[src/rtl/pipe_ctrl_gen.sv]
// pipe_ctrl_gen: pipeline stall/flush controller.
// Turns per-stage stall requests into a thermometer stall vector, sequences
// registered flushes with a redirect PC (with cool-down and one pending slot),
// and runs a sticky stall watchdog.
// Optional feature macro: PIPE_CTRL_GEN_PERF_EN adds the perf_stall_cnt port
// and its stalled-cycle counter.
module pipe_ctrl_gen #(
  parameter int STAGES      = 6,
  parameter int PC_W        = 32,
  parameter int COOL_CYCLES = 2,
  parameter int TIMEOUT     = 200
) (
  input  logic              clk,
  input  logic              rst,
  input  logic [STAGES-1:0] stall_req,
  input  logic              flush_req,
  input  logic [PC_W-1:0]   flush_pc,
  output logic [STAGES-1:0] stall,
  output logic              flush,
  output logic [PC_W-1:0]   new_pc,
  output logic              wdog_err
`ifdef PIPE_CTRL_GEN_PERF_EN
  ,
  output logic [31:0]       perf_stall_cnt
`endif
);

  typedef enum logic [1:0] {IDLE, FLUSH, COOL} state_t;

  localparam int             CW        = $clog2(COOL_CYCLES + 1);
  localparam logic [CW-1:0]  COOL_LOAD = CW'(COOL_CYCLES - 1);
  localparam logic [15:0]    TO        = 16'(TIMEOUT);

  state_t          state;
  logic [CW-1:0]   cool_cnt;
  logic            pending;
  logic [PC_W-1:0] pend_pc;
  logic [15:0]     wd_cnt;
  logic            stalled;

  // Thermometer encode: a stall at stage k also holds every boundary below it.
  // Suppressed during reset and the flush cycle, since flush clears the stages.
  always_comb begin
    logic hit;
    hit   = 1'b0;
    stall = '0;
    for (int i = STAGES - 1; i >= 0; i--) begin
      hit      = hit | stall_req[i];
      stall[i] = hit;
    end
    if (rst || state == FLUSH) stall = '0;
  end

  assign stalled = (stall != '0);

  // Flush sequencer: one-cycle flush, then cool-down; requests arriving during
  // FLUSH/COOL park in a single pending slot (latest wins).
  always_ff @(posedge clk or posedge rst) begin
    if (rst) begin
      state    <= IDLE;
      flush    <= 1'b0;
      new_pc   <= '0;
      pending  <= 1'b0;
      pend_pc  <= '0;
      cool_cnt <= '0;
    end else begin
      case (state)
        IDLE: begin
          if (flush_req) begin
            state  <= FLUSH;
            flush  <= 1'b1;
            new_pc <= flush_pc;
          end
        end
        FLUSH: begin
          state    <= COOL;
          flush    <= 1'b0;
          cool_cnt <= COOL_LOAD;
          if (flush_req) begin
            pending <= 1'b1;
            pend_pc <= flush_pc;
          end
        end
        COOL: begin
          if (cool_cnt != '0) begin
            cool_cnt <= cool_cnt - CW'(1);
            if (flush_req) begin
              pending <= 1'b1;
              pend_pc <= flush_pc;
            end
          end else if (pending) begin
            // Serve the parked request; a simultaneous new one takes the slot.
            state   <= FLUSH;
            flush   <= 1'b1;
            new_pc  <= pend_pc;
            pending <= flush_req;
            if (flush_req) pend_pc <= flush_pc;
          end else if (flush_req) begin
            // Request landing exactly at expiry is served on the next cycle.
            state  <= FLUSH;
            flush  <= 1'b1;
            new_pc <= flush_pc;
          end else begin
            state <= IDLE;
          end
        end
        default: begin
          state <= IDLE;
          flush <= 1'b0;
        end
      endcase
    end
  end

  // Watchdog: count consecutive stalled cycles (saturating), latch error.
  always_ff @(posedge clk or posedge rst) begin
    if (rst) begin
      wd_cnt   <= '0;
      wdog_err <= 1'b0;
    end else if (!stalled) begin
      wd_cnt <= '0;
    end else begin
      if (wd_cnt != TO) wd_cnt <= wd_cnt + 16'd1;
      if (wd_cnt >= TO - 16'd1) wdog_err <= 1'b1;
    end
  end

`ifdef PIPE_CTRL_GEN_PERF_EN
  // Free-running stalled-cycle counter, wraps modulo 2^32.
  always_ff @(posedge clk or posedge rst) begin
    if (rst) perf_stall_cnt <= '0;
    else if (stalled) perf_stall_cnt <= perf_stall_cnt + 32'd1;
  end
`endif

endmodule
[config.mk]
export PLATFORM = sky130hd
export DESIGN_NAME = pipe_ctrl_gen
export DESIGN_NICKNAME = d
export VERILOG_FILES = /design/src/rtl/pipe_ctrl_gen.sv
export SDC_FILE = /design/constraint.sdc
export NUM_CORES = 1
export LEC_CHECK = 0
export ABC_AREA = 1
export CAP_MARGIN = 20
export CORE_ASPECT_RATIO = 1.2
export CORE_UTILIZATION = 28
export DETAILED_ROUTE_END_ITERATION = 8
export PLACE_DENSITY = 0.45
export SYNTH_ARGS = -nofsm -noshare
export SYNTH_HDL_FRONTEND = slang
export SYNTH_SLANG_ARGS = --single-unit
export TNS_END_PERCENT = 30
[constraint.sdc]
create_clock -name clk -period 4.9 [get_ports clk]
set_input_delay 0.98 -clock clk [delete_from_list [all_inputs] [get_ports clk]]
set_output_delay 0.98 -clock clk [all_outputs]
set_load 0.1 [all_outputs]
==> Flow_metrics.wiki <==
{| class="wikitable"
! Metric !! Value
|-
| Area Overhead vs Synth || 29.3%
|-
| Commonest non-fill, non-tap cell in the layout || sky130_fd_sc_hd__nand2_1
|-
| Hold path depth || 2
|-
| Floorplan Core Area || 15000 µm²
|-
| Adder-cell share of the synthesized area || 0.0203
|-
| Buffer cell driving the clock tree root || sky130_fd_sc_hd__clkbuf_16
|-
| CTS Hold Bufs || 0
|-
| Critical path required time || approximately 3.9 ns
|-
| Antenna Diode Count || 0
|-
| Yosys warning count || 0
|-
| Share of post-route cells with drive strength above 1 || 0.0475
|-
| Number of gates resized after cts || 0
|-
| Hold Vio Cnt, Final || 0
|-
| Routed WL per cell || 12.5 µm
|-
| CP cell instances || clkdlybuf4s50_1 > nor2_1 > nand2_1 > nand3_1 > buf_4
|-
| Clock network latency to the later pin of the worst-skew pair || approximately 0.34 ns
|-
| TritonCTS clock tree || built
|-
| Number of CTS-inserted buffers || 9
|-
| Number of distinct standard cells referenced by the synthesized netlist || 22
|-
| Maximum fanout along the worst path || 8
|-
| Average vias per placed instance || 4.34
|-
| Number of global-route vias before repair || 3762
|-
| Startpoint type of the worst setup path || primary input
|-
| Share of synthesized area spent on multiplexers || 0
|-
| Length in cells of the worst reg-to-reg path || 8
|-
| Number of levels the H-tree was split into || 3
|-
| Data arrival at the endpoint of the critical path || 2.38 ns
|-
| First-iteration detailed-routing DRC count || 179
|-
| Start-to-end type of the worst setup path || primary input to output pin
|-
| Starting utilization of the core area || 0.288
|-
| Clk_skew || 0.00542 ns
|-
| Number of max-cap violations || 0
|-
| Slew at the pin with the worst max-slew slack || around 1.0 ns
|-
| Final Routed Wirelength || around 11000 µm
|-
| Cell count after placement || 841
|-
| Max-slew headroom || 0.300
|-
| Compound-Gate Fraction of Synth Area || 0.136
|-
| Cell with the largest stage delay on the worst path || sky130_fd_sc_hd__clkdlybuf4s50_1
|-
| Sink count of the clock tree || 87
|-
| Fin Hold WS || about 0.47 ns
|-
| Worst min-delay path category || register to register
|-
| Clock-pin slew on the worst setup and hold paths || 0.06 ns
|-
| CP peak stage delay || 0.46 ns
|-
| Floorplan die area || 15900 µm²
|-
| GRT Total Usage || 0.146
|-
| Number of search-and-repair iterations in the first detailed-routing pass || 4
|-
| Top cell type's share of synthesized area || 0.504
|-
| Cell type with the largest total area after synthesis || sky130_fd_sc_hd__dfrtp_1
|-
| Final cell count without fillers || 856
|-
| Maximum number of pins on one net before global-route repair || approximately 70
|-
| Initial antenna violation count || 0
|-
| Upper clock frequency limit || 297 MHz
|-
| Largest cells by area after synthesis || sky130_fd_sc_hd__dfrtp_1 50%, sky130_fd_sc_hd__nand2_1 16%, sky130_fd_sc_hd__inv_1 8.3%
|-
| Vertical extent of the die || 138 µm
|-
| Setup_tns || 0 ns
|-
| Layout Nets || between 600 and 700
|-
| Netlist area before placement || 4320 µm²
|-
| Post-DRT Antenna Nets || 0
|-
| Port Buffer Count || 80
|-
| Share of the synthesized netlist area taken by xor and xnor gates || 0.0142
|-
| Die W || 115 µm
|-
| Min Clock Period, post-route || about 3.4 ns
|-
| Dominant combinational cell family by area after synthesis || simple AND/OR/NAND/NOR gates
|-
| Highest-count cells in the layout ignoring fill and taps || 180 x sky130_fd_sc_hd__nand2_1, 95 x sky130_fd_sc_hd__inv_1, 87 x sky130_fd_sc_hd__dfrtp_1, 73 x sky130_fd_sc_hd__clkdlybuf4s50_1, 68 x sky130_fd_sc_hd__a21oi_1
|-
| Element type at the critical path end || output pin
|-
| Ports || 81
|-
| CTS Buffer Depth || 2
|-
| Count of vias placed by the detailed router || 3719
|-
| Final-layout fill cell count || between 1500 and 2000
|-
| Sequential cell area fraction in the yosys report || 0.504
|-
| Simple-Gate Fraction of Synth Area || 0.219
|-
| Post-CTS setup buffer count || 0
|-
| Mapped Avg Cell Area || 7.49 µm²
|-
| Site row count || between 40 and 50
|-
| DR DRC count || 0
|-
| Fin util || 0.372
|-
| Setup repair after global routing missed its margin || false
|-
| Count of pins over their slew limit || 0
|-
| Remaining global-route overflow || 0
|-
| Hpwl dp || 7020 µm
|-
| GP Congestion || approximately 0.8
|-
| Number of instances in the synthesized netlist || 577
|-
| Period utilization || 0.687
|-
| Run status || completed
|-
| Post-Syn Nets || 625
|-
| First-pass GRT wire length || between 15000 and 20000 µm
|-
| Final setup fails || 0
|-
| #FFs+latches synth || 87
|}
==> final cells by class <==
cell class	instances	area, µm²	share of cell area
flip-flops and latches	87	2180	0.390
multi-input cells	370	1700	0.305
repair buffers	83	803	0.144
inverters	97	367	0.0657
well taps	204	255	0.0457
clock buffers	10	229	0.0410
clock inverters	5	50.0	0.00896
==> through the flow <==
step,setup WS [ns],instance area [µm²]
after global placement,1.59,5310
after detailed placement,1.51,5310
final,1.54,5580
after CTS,1.51,5580
after floorplan,1.22,4320
after global routing,1.44,5580
==> flip-flops by register name, indices dropped and copies added, names as in the netlist <==
register,flops
pending,1
pend_pc,32
cool_cnt,2
wdog_err,1
flush,1
state,2
wd_cnt,16
new_pc,32
==> logic make-up (layout without fill, tap and decap cells) <==
| logic type | Yosys count | in the layout |
|---|---|---|
| adder cells (fa/ha/maj) | 7 | 7 |
| buffers and inverters | 120 | 195 |
| XOR/XNOR | 7 | 7 |
| AO/OA/AOI/OAI | 114 | 114 |
| AND/OR/NAND/NOR | 242 | 242 |
| flip-flops | 87 | 87 |
==> cell usage after synthesis <==
library cell,count
sky130_fd_sc_hd__a21oi_1,68
sky130_fd_sc_hd__xnor2_1,2
sky130_fd_sc_hd__nor2_1,39
sky130_fd_sc_hd__inv_1,96
sky130_fd_sc_hd__buf_1,3
sky130_fd_sc_hd__o21ai_0,41
sky130_fd_sc_hd__o22ai_1,1
sky130_fd_sc_hd__xor2_1,5
sky130_fd_sc_hd__inv_2,1
sky130_fd_sc_hd__clkbuf_1,10
sky130_fd_sc_hd__dfrtp_1,87
sky130_fd_sc_hd__o21ai_4,1
sky130_fd_sc_hd__a22oi_1,1
sky130_fd_sc_hd__clkbuf_2,2
sky130_fd_sc_hd__nand3_1,16
sky130_fd_sc_hd__ha_1,7
sky130_fd_sc_hd__nand4_1,5
sky130_fd_sc_hd__nand2_1,180
sky130_fd_sc_hd__o21ai_1,2
sky130_fd_sc_hd__nor2_2,1
sky130_fd_sc_hd__buf_2,8
sky130_fd_sc_hd__or2_2,1
==> final timing paths <==
path,startpoint,end,slack (ns)
setup / recovery,rst,stall[0],1.54
hold / removal,wdog_err$_DFFE_PP0P_,wdog_err$_DFFE_PP0P_,0.47
setup reg to reg,state[0]$_DFFE_PP0P_,pend_pc[17]$_DFFE_PP0P_,2.02
hold reg to reg,wdog_err$_DFFE_PP0P_,wdog_err$_DFFE_PP0P_,0.47
max in group asynchronous,rst,wd_cnt[15]$_DFFE_PP0P_,2.85
min in group asynchronous,rst,wdog_err$_DFFE_PP0P_,1.20
==> layer usage <==
metal | track usage | vias to the layer above | wire (µm)
li1 | - | 1921 | -
met1 | 0.179 | 1729 | 4880
met2 | 0.249 | 56 | 5310
met3 | 0.0289 | 13 | 329
met4 | 0.0554 | 0 | 176
met5 | 0 | - | 0
==> critical path, delay by kind of cell <==
kind / cells / cell delay, ns
and+or+nand+nor: 3 / 0.59
buffers and inverters: 2 / 0.81
Power is not shown: default switching activity piles up to over one toggle a cycle in this logic, so the estimate is an artifact.
